[config.mk]
export PLATFORM = sky130hd
export DESIGN_NAME = aeolus_control_sequencer_flat
export DESIGN_NICKNAME = d
export VERILOG_FILES = /design/src/rtl/aeolus_control_sequencer_if.sv /design/src/rtl/aeolus_control_sequencer.sv /design/src/flat_wrapper.sv
export SDC_FILE = /design/constraint.sdc
export NUM_CORES = 1
export LEC_CHECK = 0
export ABC_AREA = 1
export BUFFER_PORTS_ARGS = -buffer_cell sky130_fd_sc_hd__buf_2
export CAP_MARGIN = 15
export CORE_MARGIN = 1
export CORE_UTILIZATION = 45
export DETAILED_ROUTE_END_ITERATION = 8
export PLACE_DENSITY_LB_ADDON = 0.15
export SETUP_SLACK_MARGIN = 0.2
export SLEW_MARGIN = 40
export SYNTH_ARGS = -nofsm -noshare
export SYNTH_HDL_FRONTEND = slang
export SYNTH_SLANG_ARGS = --single-unit
[constraint.sdc]
create_clock -name boardCLK -period 2.3 [get_ports boardCLK]
set_input_delay 0.46 -clock boardCLK [delete_from_list [all_inputs] [get_ports boardCLK]]
set_output_delay 0.46 -clock boardCLK [all_outputs]
set_load 0.02 [all_outputs]
[src/rtl/aeolus_control_sequencer_if.sv]
// Control-side bundle between the Aeolus sequencer and the CPU top level:
// run/step controls, instruction byte and zero flag in; datapath strobes out.
interface aeolus_control_sequencer_if;
    logic       run;
    logic       step;
    logic [7:0] instr;
    logic       zeroFlag;

    logic       pcInc;
    logic       pcLoad;
    logic       irLoad;
    logic [2:0] aluOp;
    logic       accWrite;
    logic [1:0] accSel;
    logic       outLoad;
    logic       halted;
    logic [2:0] state;

    // Driver of controls / consumer of strobes (CPU top level, bench).
    modport master (
        output run, step, instr, zeroFlag,
        input  pcInc, pcLoad, irLoad, aluOp, accWrite, accSel, outLoad, halted, state
    );

    // The sequencer itself.
    modport slave (
        input  run, step, instr, zeroFlag,
        output pcInc, pcLoad, irLoad, aluOp, accWrite, accSel, outLoad, halted, state
    );
endinterface

[src/rtl/aeolus_control_sequencer.sv]
// Aeolus multi-cycle control sequencer: steps each instruction through
// FETCH/DECODE/EXEC, with free-run, single-step and sticky HALT control.
// All outputs are a Moore decode of state, wait counter and opcode register
// (plus zeroFlag for the conditional jump, which is itself registered upstream).
module aeolus_control_sequencer #(
    parameter int unsigned MEM_WAIT = 1,
    parameter int unsigned WAIT_W   = 4
) (
    input  logic                             boardCLK,
    input  logic                             reset,
    aeolus_control_sequencer_if.slave        bus
);

    typedef enum logic [2:0] {
        StIdle   = 3'd0,
        StFetch  = 3'd1,
        StDecode = 3'd2,
        StExec   = 3'd3,
        StHalt   = 3'd4
    } state_e;

    localparam logic [WAIT_W-1:0] LastWait = WAIT_W'(MEM_WAIT - 1);
    localparam logic [3:0]        OpHalt   = 4'hF;

    state_e            state_q, state_d;
    logic [WAIT_W-1:0] wait_q, wait_d;
    logic [3:0]        opcode_q, opcode_d;

    logic       pc_inc;
    logic       pc_load;
    logic       ir_load;
    logic [2:0] alu_op;
    logic       acc_write;
    logic [1:0] acc_sel;
    logic       out_load;
    logic       halted;

    // Only the opcode nibble is decoded here; the operand goes to the datapath.
    logic unused_operand;
    assign unused_operand = ^bus.instr[3:0];

    // State, fetch wait counter and opcode registers; reset is immediate.
    always_ff @(posedge boardCLK or negedge reset) begin
        if (!reset) begin
            state_q  <= StIdle;
            wait_q   <= '0;
            opcode_q <= '0;
        end else begin
            state_q  <= state_d;
            wait_q   <= wait_d;
            opcode_q <= opcode_d;
        end
    end

    // Next-state logic: instruction sequencing and run/step/halt control.
    always_comb begin
        state_d  = state_q;
        wait_d   = wait_q;
        opcode_d = opcode_q;
        case (state_q)
            StIdle: begin
                if (bus.run || bus.step) begin
                    state_d = StFetch;
                    wait_d  = '0;
                end
            end
            StFetch: begin
                if (wait_q == LastWait) begin
                    opcode_d = bus.instr[7:4];
                    wait_d   = '0;
                    state_d  = StDecode;
                end else begin
                    wait_d = wait_q + 1'b1;
                end
            end
            StDecode: begin
                state_d = (opcode_q == OpHalt) ? StHalt : StExec;
            end
            StExec: begin
                // A held step re-triggers from IDLE, one instruction per visit.
                state_d = bus.run ? StFetch : StIdle;
                wait_d  = '0;
            end
            StHalt: begin
                state_d = StHalt;
            end
            default: begin
                state_d = StIdle;
                wait_d  = '0;
            end
        endcase
    end

    // Output decode: strobes from registered state, counter and opcode.
    always_comb begin
        pc_inc    = 1'b0;
        pc_load   = 1'b0;
        ir_load   = 1'b0;
        alu_op    = 3'd0;
        acc_write = 1'b0;
        acc_sel   = 2'd0;
        out_load  = 1'b0;
        halted    = 1'b0;
        case (state_q)
            StFetch: begin
                if (wait_q == LastWait) begin
                    ir_load = 1'b1;
                    pc_inc  = 1'b1;
                end
            end
            StExec: begin
                case (opcode_q)
                    4'h1: begin
                        acc_write = 1'b1;
                        acc_sel   = 2'd1;
                    end
                    4'h2, 4'h3, 4'h4, 4'h5, 4'h6, 4'h7: begin
                        // Opcodes 2..7 map onto ALU ops 0..5.
                        acc_write = 1'b1;
                        acc_sel   = 2'd0;
                        alu_op    = opcode_q[2:0] - 3'd2;
                    end
                    4'h8: begin
                        acc_write = 1'b1;
                        acc_sel   = 2'd2;
                    end
                    4'h9: out_load = 1'b1;
                    4'hA: pc_load  = 1'b1;
                    4'hB: pc_load  = bus.zeroFlag;
                    default: ;
                endcase
            end
            StHalt: halted = 1'b1;
            default: ;
        endcase
    end

    assign bus.pcInc    = pc_inc;
    assign bus.pcLoad   = pc_load;
    assign bus.irLoad   = ir_load;
    assign bus.aluOp    = alu_op;
    assign bus.accWrite = acc_write;
    assign bus.accSel   = acc_sel;
    assign bus.outLoad  = out_load;
    assign bus.halted   = halted;
    assign bus.state    = state_q;

endmodule

[src/flat_wrapper.sv]
// flat-port wrapper written by rule: the top's interface ports become plain ports
module aeolus_control_sequencer_flat 
#(
    parameter int unsigned MEM_WAIT = 1,
    parameter int unsigned WAIT_W   = 4
)
  (boardCLK, reset, bus_run, bus_step, bus_instr, bus_zeroFlag, bus_pcInc, bus_pcLoad, bus_irLoad, bus_aluOp, bus_accWrite, bus_accSel, bus_outLoad, bus_halted, bus_state);
  aeolus_control_sequencer_if bus_i ();
  input  logic boardCLK;
  input  logic reset;
  input wire logic [$bits(bus_i.run)-1:0] bus_run;
  input wire logic [$bits(bus_i.step)-1:0] bus_step;
  input wire logic [$bits(bus_i.instr)-1:0] bus_instr;
  input wire logic [$bits(bus_i.zeroFlag)-1:0] bus_zeroFlag;
  output wire logic [$bits(bus_i.pcInc)-1:0] bus_pcInc;
  output wire logic [$bits(bus_i.pcLoad)-1:0] bus_pcLoad;
  output wire logic [$bits(bus_i.irLoad)-1:0] bus_irLoad;
  output wire logic [$bits(bus_i.aluOp)-1:0] bus_aluOp;
  output wire logic [$bits(bus_i.accWrite)-1:0] bus_accWrite;
  output wire logic [$bits(bus_i.accSel)-1:0] bus_accSel;
  output wire logic [$bits(bus_i.outLoad)-1:0] bus_outLoad;
  output wire logic [$bits(bus_i.halted)-1:0] bus_halted;
  output wire logic [$bits(bus_i.state)-1:0] bus_state;
  assign bus_i.run = bus_run;
  assign bus_i.step = bus_step;
  assign bus_i.instr = bus_instr;
  assign bus_i.zeroFlag = bus_zeroFlag;
  assign bus_pcInc = bus_i.pcInc;
  assign bus_pcLoad = bus_i.pcLoad;
  assign bus_irLoad = bus_i.irLoad;
  assign bus_aluOp = bus_i.aluOp;
  assign bus_accWrite = bus_i.accWrite;
  assign bus_accSel = bus_i.accSel;
  assign bus_outLoad = bus_i.outLoad;
  assign bus_halted = bus_i.halted;
  assign bus_state = bus_i.state;
  aeolus_control_sequencer #(.MEM_WAIT(MEM_WAIT), .WAIT_W(WAIT_W)) u_core (.boardCLK(boardCLK), .reset(reset), .bus(bus_i));
endmodule
Word-level counts from Yosys, hierarchy flattened
Index checks and enable logic that the tools add are counted.
- add/subtract/negate cells: 2
- equal/unequal tests: 18
- muxes and demuxes: 21
- bitwise operators: 1
- reduce and logical (&&, ||, !) cells: 9
- operators by type and width (cell ; count):
    equality test 4 bit, second input constant ; 5
    equality test 4 x 3 -> 1 bit, second input constant ; 4
    2-to-1 mux 3 bit ; 5
    one-hot mux 3 bit (5 select lines) ; 1
    one-hot mux 4 bit (3 select lines) ; 1
    2-to-1 mux 1 bit ; 9
    equality test 4 x 2 -> 1 bit, second input constant ; 2
    2-to-1 mux 4 bit ; 2
    OR reduction 8 bit ; 1
    equality test 3 x 2 -> 1 bit, second input constant ; 2
    AND reduction 2 bit ; 3
    OR reduction 6 bit ; 1
    adder 4 x 1 -> 4 bit, second input constant ; 1
    equality test 4 x 1 -> 1 bit, second input constant ; 1
    logical NOT 4 bit ; 1
    inequality test 2 x 1 -> 1 bit, second input constant ; 2
    one-hot mux 2 bit (2 select lines) ; 1
    equality test 3 x 1 -> 1 bit, second input constant ; 1
    equality test 3 bit, second input constant ; 1
    logical NOT 3 bit ; 1
    subtractor 3 x 2 -> 3 bit, second input constant ; 1
    2-to-1 mux 2 bit ; 1
    one-hot mux 1 bit (2 select lines) ; 1
    OR reduction 2 bit ; 1
    2 further kinds ; 2
- bits in registers: 11
- output and inout bits: 14

Depth between registers and ports, before layout
- depth in word-level cells: 4
- gate-level depth with buffers: 8
- gate-level depth less buffers: 8

Worst setup path after synthesis
No wires, ideal clock.
- path type: reg-to-output
- from: register u_core.state_q[0] (netlist: u_core.bus.state[0])
- to: output bus_pcLoad
- data arrival time: 1407 ps
- data required time: 1840 ps
- path slack: 433 ps
- cell stages (with the launch flop): 3
- path buffers: 0
- cells stage by stage: dfrtp_1 -> nand3_2 -> nor4_1
- word-level cells in the longest chain between the ends: 2
- ends and longest elaborated chain (what ; line ; text):
    from (decl) ; aeolus_control_sequencer.sv:25 ; state_e state_q, state_d;
    from (signal assigned) ; aeolus_control_sequencer.sv:45 ; state_q <= StIdle;
    from (signal assigned) ; aeolus_control_sequencer.sv:49 ; state_q <= state_d;
    equality test 3 x 2 -> 1 bit ; aeolus_control_sequencer.sv:104 ; case (state_q)
    2-to-1 mux 1 bit ; aeolus_control_sequencer.sv:104 ;
    to (decl) ; flat_wrapper.sv:16 ; output wire logic [$bits(bus_i.pcLoad)-1:0] bus_pcLoad;
No other way between the ends.

Worst setup path after layout
- from: register u_core.wait_q[0]
- to: output bus_irLoad
- word-level cells in the longest chain between the ends: 3
- ends and longest elaborated chain (what ; line ; text):
    from (decl) ; aeolus_control_sequencer.sv:26 ; logic [WAIT_W-1:0] wait_q, wait_d;
    from (signal assigned) ; aeolus_control_sequencer.sv:50 ; wait_q <= wait_d;
    logical NOT 4 bit ; aeolus_control_sequencer.sv:106 ; if (wait_q == LastWait) begin
    2-to-1 mux 1 bit ; aeolus_control_sequencer.sv:106 ;
    2-to-1 mux 1 bit ; aeolus_control_sequencer.sv:104 ;
    to (decl) ; flat_wrapper.sv:17 ; output wire logic [$bits(bus_i.irLoad)-1:0] bus_irLoad;
No other way between the ends.

==> impl_metrics.json <==
{
  "wl_per_cell_um": 10.34,
  "num_vias": 669,
  "ioPinCount": 27,
  "yosysMostFrequentCell": "nand2_1",
  "cts_setup_buffers": 0,
  "dieArea_um2": 1657,
  "fin_crit_ns": 1.961,
  "antenna_cells": 0,
  "cts_tree": "done",
  "finalWorstSetupSlack_ns": 0.3386,
  "fmax_ghz": 0.5098,
  "reg2reg_depth": 7,
  "grt_first_pass_wirelength_mm": 2.001,
  "holdBufCountCts": 0,
  "rsz0062_at_grt": "false",
  "synthCells": 94,
  "die_y_um": 40.71,
  "synth_edf_count": 0,
  "run_status": "finished clean",
  "place.gp.congestion": 0.7324,
  "netlist_area_um2": 674.4,
  "startpoint_type": "flop",
  "cts_resized": 0,
  "drive_above_1_share": 0.2773,
  "drt_iter0_drc": 10,
  "pre_cts_ws_ns": 0.5874,
  "fin_nets": 135,
  "cts.path.max_buffers": 2,
  "fin_util": 0.6117,
  "cts.sinks": 11,
  "fin_worst_skew_ns": 0.006709,
  "ant_nets": 0,
  "ys_types": 22,
  "slew_viol_final": 0,
  "clkLatencyLatePin_ns": 0.27,
  "die_w_um": 40.71,
  "fillers": 123,
  "grt_overflow_total": 0,
  "yosysWarnings": 0,
  "period_share": 0.8528,
  "portBuffers": 22,
  "vias_per_cell": 4.993,
  "path_max_fanout": 10,
  "hp-class": "input pin to async pin",
  "drtPass1Iterations": 3,
  "timing.max_cap.violations": 0,
  "core_um2": 1350,
  "place_inst": 130,
  "p_leak_nw": 0.4819,
  "areaGrowthSynthToFinish_pct": 22.45,
  "stdcell_count": 134,
  "slew_headroom": 0.8386,
  "critPathArrivalTime_ns": 1.50,
  "synth-seq-cells": 11,
  "clk_pin_slew_ns": 0.07,
  "hpwl_mm": 1.115,
  "vdd_drop_max_uv": 522.5,
  "htree_levels": 1,
  "routed_wl_mm": 1.386,
  "ys_seq_area_frac": 0.4082,
  "syn_avg_cell_area_um2": 7.174,
  "grt_usage": 0.1945,
  "grt_pass1_vias": 512,
  "async_flop_share": 1.000,
  "yosys.area.top_type": "dfrtp_1",
  "end_kind": "primary output",
  "grt_antenna_before_repair": 0,
  "num_rows": 13,
  "synth_ff_type": "dfrtp_1",
  "yosysTopAreaCellShare": 0.4082,
  "finalSetupViolations": 0,
  "netlist_top_cells_count": "nand2_1 (24), nor2_1 (12), dfrtp_1 (11), inv_1 (11), o21ai_1 (7)",
  "regToRegSetupSlack_ns": 0.99,
  "root_buffer": "clkbuf_4",
  "p_per_area_nw_per_um2": 1093,
  "crit_type": "flop to primary output",
  "critPathRequiredTime_ns": 1.84,
  "grt_max_degree": 12,
  "drc": 0,
  "hold_viol_final": 0,
  "syn_nets": 109,
  "tightestPinTransition_ns": 0.2399,
  "cts_buffers": 3,
  "synth.top_cells.by_area": "dfrtp_1 (41%), nand2_1 (13%), nor2_1 (6.7%), inv_1 (6.1%), o21ai_1 (5.2%)",
  "setup_tns_ns": 0,
  "start_util": 0.4995
}
[through the flow]
step / cell area, um2 / power, W / hold slack, ns
floorplan: 674.4 / 0.0006624 / 0.1644
global placement: 795.8 / 0.0007740 / 0.3392
detailed placement: 795.8 / 0.0007767 / 0.3413
CTS: 823.3 / 0.0009110 / 0.04359
global route: 825.8 / 0.0009914 / 0.04939
finish: 825.8 / 0.0009030 / 0.04188
[logic make-up after synthesis]
family | count (synthesis) | share of synthesized area
buffers and inverters | 15 | 0.09278
AOI/OAI and AO/OA | 11 | 0.08348
DFF | 11 | 0.4082
and+or+nand+nor | 54 | 0.3655
adders and majority gates | 2 | 0.03710
xor gates and xnor gates | 1 | 0.01299
[metal layers]
| layer | global-route usage | part of all wire |
|---|---|---|
| met5 | 0 | 0 |
| met2 | 0.3294 | 0.49 |
| met4 | 0.1250 | 0.010 |
| met3 | 0.03261 | 0.032 |
| met1 | 0.2249 | 0.47 |
[sequential cells by signal, indices dropped and copies added, names as in the netlist]
signal	cells
u_core.opcode_q	4
u_core.bus.state	3
u_core.wait_q	4
[final cells by class]
cell class	count	area [um2]	share of cell area
clock inverters	1	5.005	0.006061
multi-input cells	68	339.1	0.4106
clock buffers	3	22.52	0.02727
repair buffers	22	110.1	0.1333
flip-flops and latches	11	275.3	0.3333
inverters	14	55.05	0.06667
well taps	15	18.77	0.02273
[path summary, 6_finish.rpt]
| kind | from | to |
|---|---|---|
| min | reset | u_core.wait_q[1] |
| max | u_core.wait_q[0] | bus_irLoad |
| min reg2reg | u_core.wait_q[3] | u_core.wait_q[3] |
| min in group boardCLK | bus_instr[6] | u_core.opcode_q[2] |
| max reg2reg | u_core.wait_q[0] | u_core.bus.state[1] |
| max in group asynchronous | reset | u_core.opcode_q[0] |
[cells in the final DEF, fill, tap and decap left out, types with 2 or more instances in the layout]
| cell | count |
|---|---|
| dfrtp_1 | 11 |
| clkbuf_4 | 3 |
| nand3b_1 | 2 |
| nor2_1 | 11 |
| inv_2 | 2 |
| nor2_2 | 2 |
| nand2_1 | 24 |
| nand4_1 | 3 |
| or2_1 | 2 |
| nor3_1 | 2 |
| ha_1 | 2 |
| buf_2 | 22 |
| nand3_1 | 4 |
| inv_1 | 11 |
| o21ai_1 | 7 |
| o21ai_0 | 3 |
[critical path: stages, from the launching register on]
cell	delay (ns)
dfrtp_1	0.44
inv_1	0.09
ha_1	0.14
nand2_1	0.06
nor2_2	0.14
nand2_2	0.09
inv_4	0.09
buf_2	0.17
[report_power, final]
part	switching [W]	internal [W]
sequential	0.0000684	0.000249
clock	0.0000649	0.0000643
combinational	0.000308	0.000149
total	0.000441	0.000462
No activity file was read; power rests on OpenSTA's default activity.
